[config.mk]
export PLATFORM = sky130hd
export DESIGN_NAME = psm_deadtime_nch_flat
export DESIGN_NICKNAME = d
export VERILOG_FILES = /design/src/rtl/psm_deadtime_nch_if.sv /design/src/rtl/psm_deadtime_nch.sv /design/src/flat_wrapper.sv
export SDC_FILE = /design/constraint.sdc
export NUM_CORES = 1
export LEC_CHECK = 0
export ABC_CLOCK_PERIOD_IN_PS = 5100
export BUFFER_PORTS_ARGS = -buffer_cell sky130_fd_sc_hd__buf_2
export CAP_MARGIN = 10
export CORE_UTILIZATION = 45
export CTS_CLUSTER_DIAMETER = 50
export DETAILED_ROUTE_END_ITERATION = 6
export GPL_ROUTABILITY_DRIVEN = 1
export PLACE_DENSITY = 0.64
export SETUP_SLACK_MARGIN = 0.3
export SLEW_MARGIN = 40
export SYNTH_ARGS = -nofsm -noshare
export SYNTH_HDL_FRONTEND = slang
export SYNTH_SLANG_ARGS = --single-unit
[constraint.sdc]
create_clock -name clk -period 5.1 [get_ports clk]
set_clock_uncertainty 0.1 [all_clocks]
set_input_delay 0.255 -clock clk [delete_from_list [all_inputs] [get_ports clk]]
set_output_delay 0.255 -clock clk [all_outputs]
set_load 0.01 [all_outputs]
[src/rtl/psm_deadtime_nch_if.sv]
// Gate-driver control/status bundle for psm_deadtime_nch.
// master: modulator/controller side (drives commands, dead times, limits, fault controls).
// slave : the dead-time block (drives gate outputs, limiter and fault status).
interface psm_deadtime_nch_if #(
    parameter int N_CH    = 3,
    parameter int DT_W    = 8,
    parameter int MAXON_W = 16
);
    logic                i_en;
    logic                i_fault;
    logic                i_fault_clr;
    logic [DT_W-1:0]     i_dt_rise;
    logic [DT_W-1:0]     i_dt_fall;
    logic [MAXON_W-1:0]  i_max_on;
    logic [N_CH-1:0]     i_psm;
    logic [N_CH-1:0]     o_hi;
    logic [N_CH-1:0]     o_lo;
    logic [N_CH-1:0]     o_limit;
    logic                o_fault;

    modport master (
        output i_en, i_fault, i_fault_clr, i_dt_rise, i_dt_fall, i_max_on, i_psm,
        input  o_hi, o_lo, o_limit, o_fault
    );

    modport slave (
        input  i_en, i_fault, i_fault_clr, i_dt_rise, i_dt_fall, i_max_on, i_psm,
        output o_hi, o_lo, o_limit, o_fault
    );
endinterface

[src/rtl/psm_deadtime_nch.sv]
// Purpose: N-leg complementary gate driver with rise/fall dead time, max on-time limiter, latched fault.
// Latency: i_psm edge -> active switch off 2 edges later; opposite switch on De cycles after that.
// Backpressure: none; free-running, every input sampled each clk.
// Ports: clk, n_rst (sync, active-low); bus (slave): i_en, i_fault, i_fault_clr, i_dt_rise,
//        i_dt_fall, i_max_on, i_psm in; o_hi, o_lo, o_limit, o_fault out (all from registers).
module psm_deadtime_nch #(
    parameter int N_CH    = 3,
    parameter int DT_W    = 8,
    parameter int DT_MIN  = 2,
    parameter int MAXON_W = 16
) (
    input  logic               clk,
    input  logic               n_rst,
    psm_deadtime_nch_if.slave  bus
);
    typedef enum logic [2:0] {
        S_IDLE  = 3'd0,
        S_DT_HI = 3'd1,
        S_HI    = 3'd2,
        S_DT_LO = 3'd3,
        S_LO    = 3'd4
    } state_t;

    localparam logic [DT_W-1:0] DT_MIN_V = DT_W'(DT_MIN);

    state_t              state_q [N_CH];
    state_t              state_d [N_CH];
    logic [DT_W-1:0]     cnt_q   [N_CH];
    logic [DT_W-1:0]     cnt_d   [N_CH];
    logic [DT_W-1:0]     de_q    [N_CH];   // dead time captured on entry to the dead state
    logic [DT_W-1:0]     de_d    [N_CH];
    logic [MAXON_W-1:0]  on_q    [N_CH];
    logic [MAXON_W-1:0]  on_d    [N_CH];
    logic [N_CH-1:0]     lim_q;
    logic [N_CH-1:0]     lim_d;
    logic [N_CH-1:0]     cmd_q;
    logic                fault_q;
    logic                fault_d;
    logic                hold;
    logic [DT_W-1:0]     de_rise;
    logic [DT_W-1:0]     de_fall;
    logic                max_on_en;
    logic [N_CH-1:0]     hi_v;
    logic [N_CH-1:0]     lo_v;

    logic [DT_W:0]       cnt_inc [N_CH];
    logic [N_CH-1:0]     dt_done;
    logic [MAXON_W:0]    on_inc  [N_CH];
    logic [MAXON_W-1:0]  on_sat  [N_CH];
    logic [N_CH-1:0]     on_hit;

    assign de_rise   = (bus.i_dt_rise < DT_MIN_V) ? DT_MIN_V : bus.i_dt_rise;
    assign de_fall   = (bus.i_dt_fall < DT_MIN_V) ? DT_MIN_V : bus.i_dt_fall;
    assign max_on_en = |bus.i_max_on;

    // A fault being sampled this edge already forces IDLE, so outputs drop one cycle after i_fault.
    assign hold    = ~bus.i_en | fault_q | bus.i_fault;
    assign fault_d = bus.i_fault | (fault_q & ~bus.i_fault_clr);

    // Counters are compared one bit wider so count+1 can never wrap.
    for (genvar g = 0; g < N_CH; g++) begin : g_leg
        assign cnt_inc[g] = {1'b0, cnt_q[g]} + (DT_W+1)'(1);
        assign dt_done[g] = cnt_inc[g] >= {1'b0, de_q[g]};
        assign on_inc[g]  = {1'b0, on_q[g]} + (MAXON_W+1)'(1);
        assign on_sat[g]  = on_inc[g][MAXON_W] ? '1 : on_inc[g][MAXON_W-1:0];
        assign on_hit[g]  = on_inc[g] >= {1'b0, bus.i_max_on};
    end

    always_comb begin
        lim_d = lim_q;
        hi_v  = '0;
        lo_v  = '0;
        for (int i = 0; i < N_CH; i++) begin
            state_d[i] = state_q[i];
            cnt_d[i]   = cnt_q[i];
            de_d[i]    = de_q[i];
            on_d[i]    = on_q[i];

            unique case (state_q[i])
                S_IDLE: begin
                    cnt_d[i] = '0;
                    on_d[i]  = '0;
                    lim_d[i] = 1'b0;
                    if (cmd_q[i]) begin
                        state_d[i] = S_DT_HI;
                        de_d[i]    = de_rise;
                    end else begin
                        state_d[i] = S_DT_LO;
                        de_d[i]    = de_fall;
                    end
                end
                S_DT_HI: begin
                    // Command reversal restarts the interval toward the other switch.
                    if (!cmd_q[i]) begin
                        state_d[i] = S_DT_LO;
                        cnt_d[i]   = '0;
                        de_d[i]    = de_fall;
                    end else if (dt_done[i]) begin
                        state_d[i] = S_HI;
                        cnt_d[i]   = '0;
                        on_d[i]    = '0;
                        lim_d[i]   = 1'b0;
                    end else begin
                        cnt_d[i] = cnt_inc[i][DT_W-1:0];
                    end
                end
                S_DT_LO: begin
                    if (cmd_q[i]) begin
                        state_d[i] = S_DT_HI;
                        cnt_d[i]   = '0;
                        de_d[i]    = de_rise;
                    end else if (dt_done[i]) begin
                        state_d[i] = S_LO;
                        cnt_d[i]   = '0;
                        on_d[i]    = '0;
                        lim_d[i]   = 1'b0;
                    end else begin
                        cnt_d[i] = cnt_inc[i][DT_W-1:0];
                    end
                end
                S_HI: begin
                    if (!cmd_q[i]) begin
                        state_d[i] = S_DT_LO;
                        cnt_d[i]   = '0;
                        de_d[i]    = de_fall;
                        on_d[i]    = '0;
                        lim_d[i]   = 1'b0;
                    end else begin
                        on_d[i] = on_sat[i];
                        // Once limited, stay off until the command flips.
                        if (max_on_en && on_hit[i]) lim_d[i] = 1'b1;
                    end
                end
                S_LO: begin
                    if (cmd_q[i]) begin
                        state_d[i] = S_DT_HI;
                        cnt_d[i]   = '0;
                        de_d[i]    = de_rise;
                        on_d[i]    = '0;
                        lim_d[i]   = 1'b0;
                    end else begin
                        on_d[i] = on_sat[i];
                        if (max_on_en && on_hit[i]) lim_d[i] = 1'b1;
                    end
                end
                default: state_d[i] = S_IDLE;
            endcase

            if (hold) begin
                state_d[i] = S_IDLE;
                cnt_d[i]   = '0;
                de_d[i]    = '0;
                on_d[i]    = '0;
                lim_d[i]   = 1'b0;
            end

            hi_v[i] = (state_q[i] == S_HI) && !lim_q[i];
            lo_v[i] = (state_q[i] == S_LO) && !lim_q[i];
        end
    end

    always_ff @(posedge clk) begin
        if (!n_rst) begin
            cmd_q   <= '0;
            fault_q <= 1'b0;
            lim_q   <= '0;
            for (int i = 0; i < N_CH; i++) begin
                state_q[i] <= S_IDLE;
                cnt_q[i]   <= '0;
                de_q[i]    <= '0;
                on_q[i]    <= '0;
            end
        end else begin
            cmd_q   <= bus.i_psm;
            fault_q <= fault_d;
            lim_q   <= lim_d;
            for (int i = 0; i < N_CH; i++) begin
                state_q[i] <= state_d[i];
                cnt_q[i]   <= cnt_d[i];
                de_q[i]    <= de_d[i];
                on_q[i]    <= on_d[i];
            end
        end
    end

    assign bus.o_hi    = hi_v;
    assign bus.o_lo    = lo_v;
    assign bus.o_limit = lim_q;
    assign bus.o_fault = fault_q;
endmodule

[src/flat_wrapper.sv]
// flat-port wrapper written by rule: the top's interface ports become plain ports
module psm_deadtime_nch_flat 
#(
    parameter int N_CH    = 3,
    parameter int DT_W    = 8,
    parameter int DT_MIN  = 2,
    parameter int MAXON_W = 16
)
  (clk, n_rst, bus_i_en, bus_i_fault, bus_i_fault_clr, bus_i_dt_rise, bus_i_dt_fall, bus_i_max_on, bus_i_psm, bus_o_hi, bus_o_lo, bus_o_limit, bus_o_fault);
  psm_deadtime_nch_if #(.N_CH(N_CH), .DT_W(DT_W), .MAXON_W(MAXON_W)) bus_i ();
  input  logic clk;
  input  logic n_rst;
  input wire logic [$bits(bus_i.i_en)-1:0] bus_i_en;
  input wire logic [$bits(bus_i.i_fault)-1:0] bus_i_fault;
  input wire logic [$bits(bus_i.i_fault_clr)-1:0] bus_i_fault_clr;
  input wire logic [$bits(bus_i.i_dt_rise)-1:0] bus_i_dt_rise;
  input wire logic [$bits(bus_i.i_dt_fall)-1:0] bus_i_dt_fall;
  input wire logic [$bits(bus_i.i_max_on)-1:0] bus_i_max_on;
  input wire logic [$bits(bus_i.i_psm)-1:0] bus_i_psm;
  output wire logic [$bits(bus_i.o_hi)-1:0] bus_o_hi;
  output wire logic [$bits(bus_i.o_lo)-1:0] bus_o_lo;
  output wire logic [$bits(bus_i.o_limit)-1:0] bus_o_limit;
  output wire logic [$bits(bus_i.o_fault)-1:0] bus_o_fault;
  assign bus_i.i_en = bus_i_en;
  assign bus_i.i_fault = bus_i_fault;
  assign bus_i.i_fault_clr = bus_i_fault_clr;
  assign bus_i.i_dt_rise = bus_i_dt_rise;
  assign bus_i.i_dt_fall = bus_i_dt_fall;
  assign bus_i.i_max_on = bus_i_max_on;
  assign bus_i.i_psm = bus_i_psm;
  assign bus_o_hi = bus_i.o_hi;
  assign bus_o_lo = bus_i.o_lo;
  assign bus_o_limit = bus_i.o_limit;
  assign bus_o_fault = bus_i.o_fault;
  psm_deadtime_nch #(.N_CH(N_CH), .DT_W(DT_W), .DT_MIN(DT_MIN), .MAXON_W(MAXON_W)) u_core (.clk(clk), .n_rst(n_rst), .bus(bus_i));
endmodule
==> flow_metrics.env <==
export IMPL_outcome="complete, no violations"
export IMPL_start_kind="flop"
export IMPL_leakage_nw=3.63
export IMPL_gp_congestion=0.840
export IMPL_hold_viol=0
export IMPL_die_y_um=134
export IMPL_min_path_cells=2
export IMPL_rrSetupSlack_ns=1.91
export IMPL_grt_start_max_net_pins=41
export IMPL_multi_input_area_mm2=0.00526
export IMPL_critPathTopFamily="simple AND/OR/NAND/NOR gates"
export IMPL_wl_per_cell_um=15.1
export IMPL_max_cap_violations=0
export IMPL_grtUsageTotal=0.220
export IMPL_cp_buffers_inverters=0
export IMPL_dp_hpwl_mm=14.0
export IMPL_final_common_cell="nor2_1"
export IMPL_cpPeakStageDelay_ns=0.50
export IMPL_post_cts_buffers=0
export IMPL_placed_cell_area_mm2=0.00824
export IMPL_cts_buffers=9
export IMPL_wl_mm=18.9
export IMPL_cts_root_buffer="clkbuf_16"
export IMPL_path_clk_slew_ns=0.08
export IMPL_place_inst=1229
export IMPL_globalRoute_totalOverflow=0
export IMPL_vias_per_cell=5.59
export IMPL_crit_fanout=6
export IMPL_drtAntennaViolNets=0
export IMPL_path_class="flop to flop"
export IMPL_yosysWarningCount=0
export IMPL_path_common_cell="ha_1"
export IMPL_drt_initial_drc_count=531
export IMPL_antenna_cells=0
export IMPL_clk_latency_ns=0.36
export IMPL_syn_inst=998
export IMPL_regArea_mm2=0.00224
export IMPL_core_area_mm2=0.0168
export IMPL_slew_limit_headroom=0.451
export IMPL_ys_flop_type="dfxtp_1"
export IMPL_drt_first_pass_iters=5
export IMPL_reg2reg_from="u_core.on_q[0][16]"
export IMPL_grt_pass1_vias=6480
export IMPL_ys_ff_latch=112
export IMPL_fill_cells=1639
export IMPL_rsz0062_at_grt="false"
export IMPL_fin_nets=1139
export IMPL_antenna_found_initial=0
export IMPL_avgSynthCellArea_um2=7.84
export IMPL_arrival_ns=3.35
export IMPL_ys_seq_area_frac=0.286
export IMPL_pin_count=50
export IMPL_rows=47
export IMPL_area_growth_pct=9.48
export IMPL_die_w_um=134
export IMPL_end_kind="flop"
export IMPL_synth_edf_count=0
export IMPL_drive_gt1_frac=0.0955
export IMPL_cts_tree="done"
export IMPL_reg2reg_depth=10
export IMPL_clock_path_buffers=2
export IMPL_cts_resized=0
export IMPL_fp_dieArea_mm2=0.0179
export IMPL_num_vias=6964
export IMPL_netlist_cell_type_count=68
export IMPL_power_density_mw_per_mm2=215
export IMPL_crit_chain="ha_1 -> nand3_1 -> nand3b_1 -> nor2_1 -> xor2_1 -> ha_1 -> a21o_1 -> a211o_1 -> or4_1 -> o2111a_1"
export IMPL_fmax_ghz=0.313
export IMPL_slowest_stage="or4_1"
export IMPL_tightest_slew_ns=0.820
export IMPL_slew_viol_final=0
export IMPL_setup_viol=0
export IMPL_start_util=0.467
export IMPL_netlist_area_mm2=0.00783
export IMPL_min_from="bus_i_psm[1]"
export IMPL_r2r_end="u_core.bus.o_limit[1]"
export IMPL_synth_nets=1116
export IMPL_crit_required_ns=5.26
export IMPL_grt_pass1_wl_mm=31.9
export IMPL_mostFrequentLayoutCells="133 x nor2_1, 112 x dfxtp_1, 90 x a21oi_1"
export IMPL_htree_levels=3
export IMPL_fin_cells=1246
export IMPL_cts_sinks=112
export IMPL_ir_drop_mv=0.209
export IMPL_layout_min_cycle_time_ns=3.19
export IMPL_total_power_mw=1.84
export IMPL_worstHoldEndpoint="u_core.cmd_q[1]"
export IMPL_period_share=0.626
export IMPL_port_buffers=49
export IMPL_synthArstFlopShare=0
export IMPL_final_cell_area_mm2=0.00857
export IMPL_drc=0
export IMPL_setup_tns_ns=0
export IMPL_hold_path_class="input port to flop"
[cells in the mapped netlist, drive strengths merged, types with 7 or more instances]
master	count	area, um^2
nand2	75	282
dfxtp	112	2240
inv	53	199
and2	7	46.3
nor4	11	75.1
clkbuf	32	123
and4	8	70.1
a21oi	92	460
buf	10	60.1
o22ai	8	50.1
nand3	44	220
nand2b	13	81.3
o21ai	52	260
nor2	134	505
nand4	15	93.8
a22oi	14	105
a21o	13	97.6
nor3	18	90.1
nor2b	8	50.1
mux2i	26	260
and3	15	93.8
ha	78	976
a311oi	7	61.3
xnor2	34	298
a211oi	18	135
xor2	27	236
[power breakdown]
| group | internal, mW | total, mW | switching (mW) |
|---|---|---|---|
| logic | 0.0729 | 0.181 | 0.108 |
| clock network | 0.415 | 0.768 | 0.354 |
| registers | 0.882 | 0.895 | 0.0127 |
| total | 1.37 | 1.84 | 0.474 |
[routing by layer]
layer  share of wire  global-route usage  vias up
met5               0                   0        -
met4           0.011              0.0473        0
met3           0.045              0.0450       17
met2            0.44               0.345      135
met1            0.50               0.308     3193
li1                -                   -     3619
[cells by family (layout without fill, tap and decap cells)]
logic type | after synthesis | after routing | synth area share
AOI/OAI and AO/OA | 255 | 255 | 0.209
xor gates and xnor gates | 61 | 61 | 0.0683
adders and majority gates | 78 | 78 | 0.125
buffers and inverters | 95 | 123 | 0.0488
DFF | 112 | 112 | 0.286
muxes | 30 | 30 | 0.0390
and+or+nand+nor | 367 | 367 | 0.224
[worst register-to-register path, cell delays in order, from the launching register on]
cell and delay, ns:
dfxtp_1 0.42, ha_1 0.21, nand3_1 0.20, nand3b_1 0.30
nor2_1 0.23, xor2_1 0.18, ha_1 0.26, a21o_1 0.18
a211o_1 0.28, or4_1 0.50, o2111a_1 0.23
[flip-flops by register name, summed over array words and instances (netlist names)]
name                cells
u_core.cnt_q           24
u_core.bus.o_fault      1
u_core.bus.o_limit      3
u_core.on_q            48
u_core.state_q          9
u_core.de_q            24
u_core.cmd_q            3
[worst max path at each step]
| stage | start | endpoint | slack, ns | cells past startpoint |
|---|---|---|---|---|
| after CTS | u_core.cnt_q[0][18] | u_core.on_q[0][43] | 1.91 | 11 |
| after global placement | u_core.on_q[0][16] | u_core.bus.o_limit[1] | 2.02 | 10 |
| after global routing | u_core.cnt_q[0][18] | u_core.cnt_q[0][22] | 1.60 | 11 |
| final | u_core.on_q[0][16] | u_core.bus.o_limit[1] | 1.91 | 10 |
| after detailed placement | u_core.on_q[0][16] | u_core.bus.o_limit[1] | 1.95 | 10 |
| after floorplan | u_core.cnt_q[0][8] | u_core.on_q[0][16] | 2.13 | 12 |
[layout make-up]
type / instances / area share
Multi-Input combinational cell: 791 / 0.613
Sequential cell: 112 / 0.262
Timing Repair Buffer: 54 / 0.0330
Tap cell: 220 / 0.0321
Clock buffer: 12 / 0.0299
Inverter: 53 / 0.0232
Clock inverter: 4 / 0.00657
[through the flow]
stage	util	setup slack, ns	hold slack, ns
2_1_floorplan	-	2.13	0.273
3_3_place_gp	0.490	2.02	0.364
3_5_place_dp	0.492	1.95	0.365
4_1_cts	0.511	1.91	0.0106
5_1_grt	0.511	1.60	0.0483
6_report	0.511	1.91	0.00937
[repair_timing]
item,4_1_cts,5_1_grt
hold buffers,1,0
hold endpoints to repair,1,0
setup endpoints to repair,0,0
(Power assumes the default switching activity.)
